### config.mk
export PLATFORM = sky130hd
export DESIGN_NAME = flag_register
export DESIGN_NICKNAME = d
export VERILOG_FILES = /design/src/rtl/flag_register.sv
export SDC_FILE = /design/constraint.sdc
export NUM_CORES = 1
export LEC_CHECK = 0
export ABC_AREA = 0
export CORE_UTILIZATION = 32
export DETAILED_ROUTE_END_ITERATION = 10
export MAX_ROUTING_LAYER = met4
export PLACE_DENSITY = 0.72
export SLEW_MARGIN = 0
export SYNTH_ARGS = -nofsm -noshare
export SYNTH_HDL_FRONTEND = slang
export SYNTH_SLANG_ARGS = --single-unit
### constraint.sdc
create_clock -name clk -period 1.5 [get_ports clk]
set_clock_uncertainty 0.2 [all_clocks]
set_input_delay 0.375 -clock clk [delete_from_list [all_inputs] [get_ports clk]]
set_output_delay 0.375 -clock clk [all_outputs]
set_load 0.03 [all_outputs]
### src/rtl/flag_register.sv
// flag_register
// Condition-code register feeding the branch flag selector mux.
// Captures Z/N/C/V/LT/LE from the ALU under a per-bit mask. It also
// supports a parallel load and a one-deep shadow copy (save/restore)
// used around interrupt or call entry.
//
// Ports:
//   clk          system clock, all state changes on the rising edge
//   rst          synchronous active-high reset, overrides every other input
//   alu_result   ALU output for the current cycle (WIDTH bits)
//   alu_carry    ALU carry-out (not-borrow on subtract)
//   alu_ovf      ALU signed overflow
//   update       capture freshly computed flags, filtered by mask
//   mask         per-bit write enable for update (1 = bit written)
//   save         copy current flags into the shadow register
//   restore      copy shadow register into flags (consumes the shadow)
//   load         parallel load of flags from load_data
//   load_data    value written by load
//   flags        registered condition codes {LE,LT,V,C,N,Z}
//   saved_flags  shadow register contents
//   saved_valid  shadow register holds a saved value
//   restore_err  one-cycle pulse after a restore with an empty shadow
module flag_register #(
  parameter int WIDTH = 8
) (
  input  logic             clk,
  input  logic             rst,
  input  logic [WIDTH-1:0] alu_result,
  input  logic             alu_carry,
  input  logic             alu_ovf,
  input  logic             update,
  input  logic [5:0]       mask,
  input  logic             save,
  input  logic             restore,
  input  logic             load,
  input  logic [5:0]       load_data,
  output logic [5:0]       flags,
  output logic [5:0]       saved_flags,
  output logic             saved_valid,
  output logic             restore_err
);

  // LT and LE are derived from the fresh N/V/Z of this ALU result,
  // never from the stored flag bits.
  function automatic logic [5:0] compute_flags(
    input logic [WIDTH-1:0] res,
    input logic             carry,
    input logic             ovf
  );
    logic z;
    logic n;
    logic lt;
    z  = (res == {WIDTH{1'b0}});
    n  = res[WIDTH-1];
    lt = n ^ ovf;
    return {lt | z, lt, ovf, carry, n, z};
  endfunction

  logic [5:0] flags_r;
  logic [5:0] saved_flags_r;
  logic       saved_valid_r;
  logic       restore_err_r;

  logic [5:0] computed_s;
  logic [5:0] flags_next_s;
  logic [5:0] saved_flags_next_s;
  logic       saved_valid_next_s;
  logic       restore_ok_s;
  logic       restore_bad_s;

  assign computed_s    = compute_flags(alu_result, alu_carry, alu_ovf);
  assign restore_ok_s  = restore & saved_valid_r;
  assign restore_bad_s = restore & ~saved_valid_r;

  // Next-state selection: load > valid restore > masked update > hold.
  always_comb begin
    flags_next_s       = flags_r;
    saved_flags_next_s = saved_flags_r;
    saved_valid_next_s = saved_valid_r;

    if (load) begin
      flags_next_s = load_data;
    end else if (restore_ok_s) begin
      flags_next_s = saved_flags_r;
    end else if (update) begin
      flags_next_s = (computed_s & mask) | (flags_r & ~mask);
    end else begin
      flags_next_s = flags_r;
    end

    // Save always captures pre-edge flags; combined with a valid restore
    // this forms a swap and the shadow stays valid. A restore that loses
    // to load still consumes the shadow.
    if (save) begin
      saved_flags_next_s = flags_r;
      saved_valid_next_s = 1'b1;
    end else if (restore_ok_s) begin
      saved_flags_next_s = saved_flags_r;
      saved_valid_next_s = 1'b0;
    end else begin
      saved_flags_next_s = saved_flags_r;
      saved_valid_next_s = saved_valid_r;
    end
  end

  // State registers with synchronous reset taking priority over everything.
  always_ff @(posedge clk) begin
    if (rst) begin
      flags_r       <= 6'b000000;
      saved_flags_r <= 6'b000000;
      saved_valid_r <= 1'b0;
      restore_err_r <= 1'b0;
    end else begin
      flags_r       <= flags_next_s;
      saved_flags_r <= saved_flags_next_s;
      saved_valid_r <= saved_valid_next_s;
      restore_err_r <= restore_bad_s;
    end
  end

  assign flags       = flags_r;
  assign saved_flags = saved_flags_r;
  assign saved_valid = saved_valid_r;
  assign restore_err = restore_err_r;

endmodule

; After elaboration in Yosys (flattened, before gate mapping)
; Index checks and enable logic that the tools add are counted.
[word_totals]
input_bits = 28
out_inout_bits = 14
ff_bits = 14
n_memories = 0
wordCells = 21
latch_bits = 0
rom_bits = 0
ram_bits = 0
[classes]
n_bitwise = 9
addsub = 0
div = 0
magnitude_cmp = 0
mul = 0
reduce_logical = 3
n_eq_ne = 0
shifts = 0
n_mux = 5
[op_table]
columns = operator, count
row1 = 6-bit 2-to-1 mux, 3
row2 = 6-bit AND, 2
row3 = 8-bit zero test, 1
row4 = 6-bit NOT, 1
row5 = 6-bit OR, 1
row6 = 3-bit nonzero test, 1
row7 = 1-bit AND, 2
row8 = 1-bit 2-to-1 mux, 2
row9 = 2-bit nonzero test, 1
row10 = 1-bit NOT, 1
row11 = 1-bit OR, 1
row12 = 1-bit bitwise XOR, 1

; Depth between registers and ports, before layout
[depth]
word_depth = 7
ltp_mapped = 4
depth_no_buf = 3

; Worst setup path after synthesis
; OpenSTA, ideal clock, no wires.
[synth_path]
path_kind = reg2reg
start = reg saved_valid_r (netlist: saved_valid)
end = reg (tool-made name)
stages_incl_launch_ff = 5
path_buffers = 1
synth_period_minus_slack_ns = 1.579
setup_ns = 0.088
path_slack_ns = -0.079
arrival_time_ns = 1.291
required_time_ns = 1.212
cell_sequence = dfxtp_1 > and2_1 > buf_6 > o311a_1 > a311oi_2
[synth_lines]
columns = element, line
row1 = "start, declared", 61  ; logic saved_valid_r;
row2 = "start signal, assigned", 116  ; saved_valid_r <= saved_valid_next_s;

==> results.md <==
* completed — outcome
* 13.8 microns — routed length per placed instance
* 4 — Worst R2R Path Depth
* 0.09 ns — clock-pin slew on the worst setup and hold paths
* 3 — TritonCTS buffer count
* 1.46 ns — time the worst path needs with I/O delays and setup
* 106 — synthesized netlist net count
* 0 — antenna-violating nets left
* 2150 microns — Detailed Route WL
* 1.50 ns — critical path data required time
* 42 — boundary pin count
* 0 — final count of hold timing violations
* 0 — Post-CTS Hold Fix Bufs
* 48.4 microns — die span in y
* 3510 microns — global-route wire length before repair
* 2 — number of buffers between clock root and the deepest sink
* built — clock tree from TritonCTS
* 0.977 mW — total chip power
* 818 — via count
* 0.791 — routability cong.
* 0 — setup fix buffers added after clock tree synthesis
* 1 — deepest level of the CTS H-tree
* 16 — largest net degree at the start of global routing
* dfxtp_1 — dominant cell type by area after synthesis
* 776 — vias in the first global route
* 78.8% — max-slew headroom at the worst pin
* clkdlybuf4s50_1 — slowest library cell on the worst path
* 34.7% — starting density of the core
* 2340 sq um — die footprint
* 0 — number of antenna violations at the first check in global routing
* 78 — number of instances in the synthesized netlist
* 688 sq um — Netlist Area Pre-Place
* 0.290 ns — hold slack
* 1980 sq um — total core area
* 0 ns — summed negative setup slack over all endpoints
* 8.82 sq um — per-instance average area after synthesis
* primary input to flip-flop — critical path type
* 4 — number of cells on the critical path
* false — unrepaired setup endpoints after global routing
* 19.5% — GRT Resource Usage Total
* 31.0% — fraction of layout cells with a size suffix above 1
* 82.9% — relative area change from synthesis to final layout
* 0.683 GHz — max frequency
* dfxtp_1 (41%), mux2i_1 (8.7%), nor2_1 (6.0%) — cell types occupying the most area after synthesis
* 14 — flip-flop and latch count after synthesis
* 175 — total of fill cells in the finished design
* 0.459 mV — Worst VDD drop
* 5.24 — vias per cell
* 0.692 mW — internal power contribution
* 0.49 ns — maximum cell stage delay along the critical path
* clkdlybuf4s50_1 -> a21oi_1 -> o311a_1 -> a311oi_2 — cells along the critical path
* 2 — highest net fanout along the worst path
* 0 — post-route DRC violation count
* 40.7% — area share of the leading cell type in the synthesized netlist
* 28.5% — part of the total power dissipated in the clock network
* 0 — number of pins with negative max-slew slack in the final report
* 1.46 ns — crit path DAT
* 41 — number of input and output port buffers inserted
* 1550 microns — DP Wirelength
* 0 — max-cap violation count
* 0.286 mW — NetSw
* 777 nW/um^2 — total power per unit cell area
* 0 — number of synthesis warnings
* 1260 sq um — final instance area
* 0 — Finish-stage setup viols
* 16 — count of standard-cell rows
* 0.28 ns — clock insertion delay at the later pin of the skew report
* 158 — Final #Nets
* primary input — Worst Setup Start Kind
* 29.2% — share of total power consumed by net switching
* 42.4% — fraction of power consumed by sequential logic
* 28 — count of cell types in the netlist
* 14 — clock tree sinks
* 1150 sq um — total placed instance area
* 1 — sum of buffers and inverters on the critical path
* clkbuf_4 — CTS root buffer
* 40.7% — sequential cell area fraction in the yosys report
* 0 — number of inserted diodes
* 18 — count of routing violations after the opening detailed-route iteration
* 29.1% — part of the total power dissipated in combinational logic
* 97.6% — final period utilization
* flip-flop — type of destination of the critical path
* 4 — router iterations before antenna repair
* 0.573 nW — leakage power total
* 4 — Cells on Worst Hold Path
* 0.318 ns — transition time at the pin with the least slew margin
* 48.4 microns — Die Span X
* compound AO/OA/AOI/OAI gates — Top delay family on crit path
* 0 — total grt overflow
* primary input to flip-flop — worst hold-check path type
==> path summary, 6_finish.rpt <==
| kind | startpoint | endpoint | slack, ns |
|---|---|---|---|
| worst min-delay path | alu_result[6] | flip-flop | 0.29 |
| worst max register to register | saved_valid | flip-flop | 0.11 |
| worst min register to register | flip-flop | flip-flop | 0.31 |
| worst max-delay path | mask[5] | flip-flop | 0.04 |
==> final cells by class <==
type | instances | area [sq um] | share of cell area, %
well taps | 27 | 33.8 | 2.68
multi-input cells | 57 | 434 | 34.5
flip-flops and latches | 14 | 282 | 22.4
repair buffers | 52 | 465 | 37.0
clock buffers | 4 | 36.3 | 2.88
inverters | 2 | 7.51 | 0.596
==> cells by family after synthesis <==
logic type | share of synthesized area (%)
simple gates | 19.1
compound gates | 25.1
flops | 40.7
buf+inv | 5.09
mux | 8.73
xor+xnor | 1.27
==> per-layer routing <==
metal	global-route usage (%)	routed length, microns	share of wire (%)	vias up
met5	-	0	0	-
met4	7.35	25	1.2	0
met3	2.83	131	6.1	4
met2	31.9	1080	50	38
met1	24.4	911	42	388
li1	-	-	-	388
==> power groups by stage <==
stage / Clock (mW) / Combinational [mW] / Sequential (mW)
final: 0.278 / 0.284 / 0.415
after global routing: 0.302 / 0.304 / 0.418
after CTS: 0.282 / 0.276 / 0.414
after detailed placement: 0 / 0.269 / 0.422
after global placement: 0 / 0.266 / 0.422
after floorplan: 0 / 0.0803 / 0.463
==> synthesized netlist by cell type <==
| library cell | n |
|---|---|
| a31o_2 | 1 |
| clkbuf_1 | 3 |
| dfxtp_1 | 14 |
| buf_6 | 1 |
| a311oi_2 | 1 |
| mux2i_1 | 6 |
| xor2_1 | 1 |
| a221oi_1 | 1 |
| nand4b_1 | 1 |
| nor2_1 | 11 |
| nor3_1 | 1 |
| nand2_1 | 10 |
| o22ai_1 | 1 |
| a211oi_1 | 1 |
| nor3b_1 | 1 |
| o32ai_1 | 4 |
| or2_1 | 1 |
| a311oi_1 | 3 |
| a21oi_1 | 2 |
| a31oi_1 | 1 |
| a211o_1 | 1 |
| inv_1 | 2 |
| o311a_1 | 1 |
| and2_1 | 2 |
| nor4_1 | 2 |
| a21boi_0 | 3 |
| o21bai_1 | 1 |
| buf_2 | 1 |
==> placed cells by master (no fill, tap or decap) <==
| cell | instances |
|---|---|
| or2_4 | 1 |
| a21boi_0 | 2 |
| a221oi_1 | 1 |
| o311a_1 | 1 |
| o32ai_1 | 3 |
| o32ai_2 | 1 |
| clkbuf_8 | 1 |
| dfxtp_1 | 13 |
| and2_4 | 1 |
| clkdlybuf4s50_1 | 18 |
| nor3b_1 | 1 |
| o22ai_1 | 1 |
| a311oi_1 | 2 |
| mux2i_1 | 6 |
| a31o_2 | 1 |
| a311oi_2 | 2 |
| buf_4 | 25 |
| dlymetal6s2s_1 | 5 |
| dlygate4sd2_1 | 4 |
| a31oi_1 | 1 |
| nor2_1 | 11 |
| xor2_2 | 1 |
| a21oi_1 | 2 |
| nor3_1 | 1 |
| nand4b_1 | 1 |
| and2_1 | 1 |
| o21bai_1 | 1 |
| nor4_4 | 2 |
| dfxtp_2 | 1 |
| a21boi_1 | 1 |
| nand2_1 | 10 |
| clkbuf_4 | 3 |
| a211o_1 | 1 |
| a211oi_2 | 1 |
| inv_1 | 2 |
==> through the flow <==
step	instances	utilization, %	worst slack [ns]
floorplan	78	-	0.0166
global placement	152	58.2	-0.389
detailed placement	152	58.2	-0.429
CTS	156	61.4	0.0233
global route	156	63.5	0.000945
finish	156	63.5	0.0360
==> tightest hold or removal path, delay by kind of cell <==
kind / cells / cell delay (ns)
AOI/OAI and AO/OA: 1 / 0.09
and+or+nand+nor: 2 / 0.14
buffers and inverters: 1 / 0.13
==> what timing repair did <==
action                                  4_1_cts  5_1_grt
pin swaps                                     4        4
resized for setup                            11        9
endpoints found under the setup margin        6        2
Power figures use the tool's default switching activity.
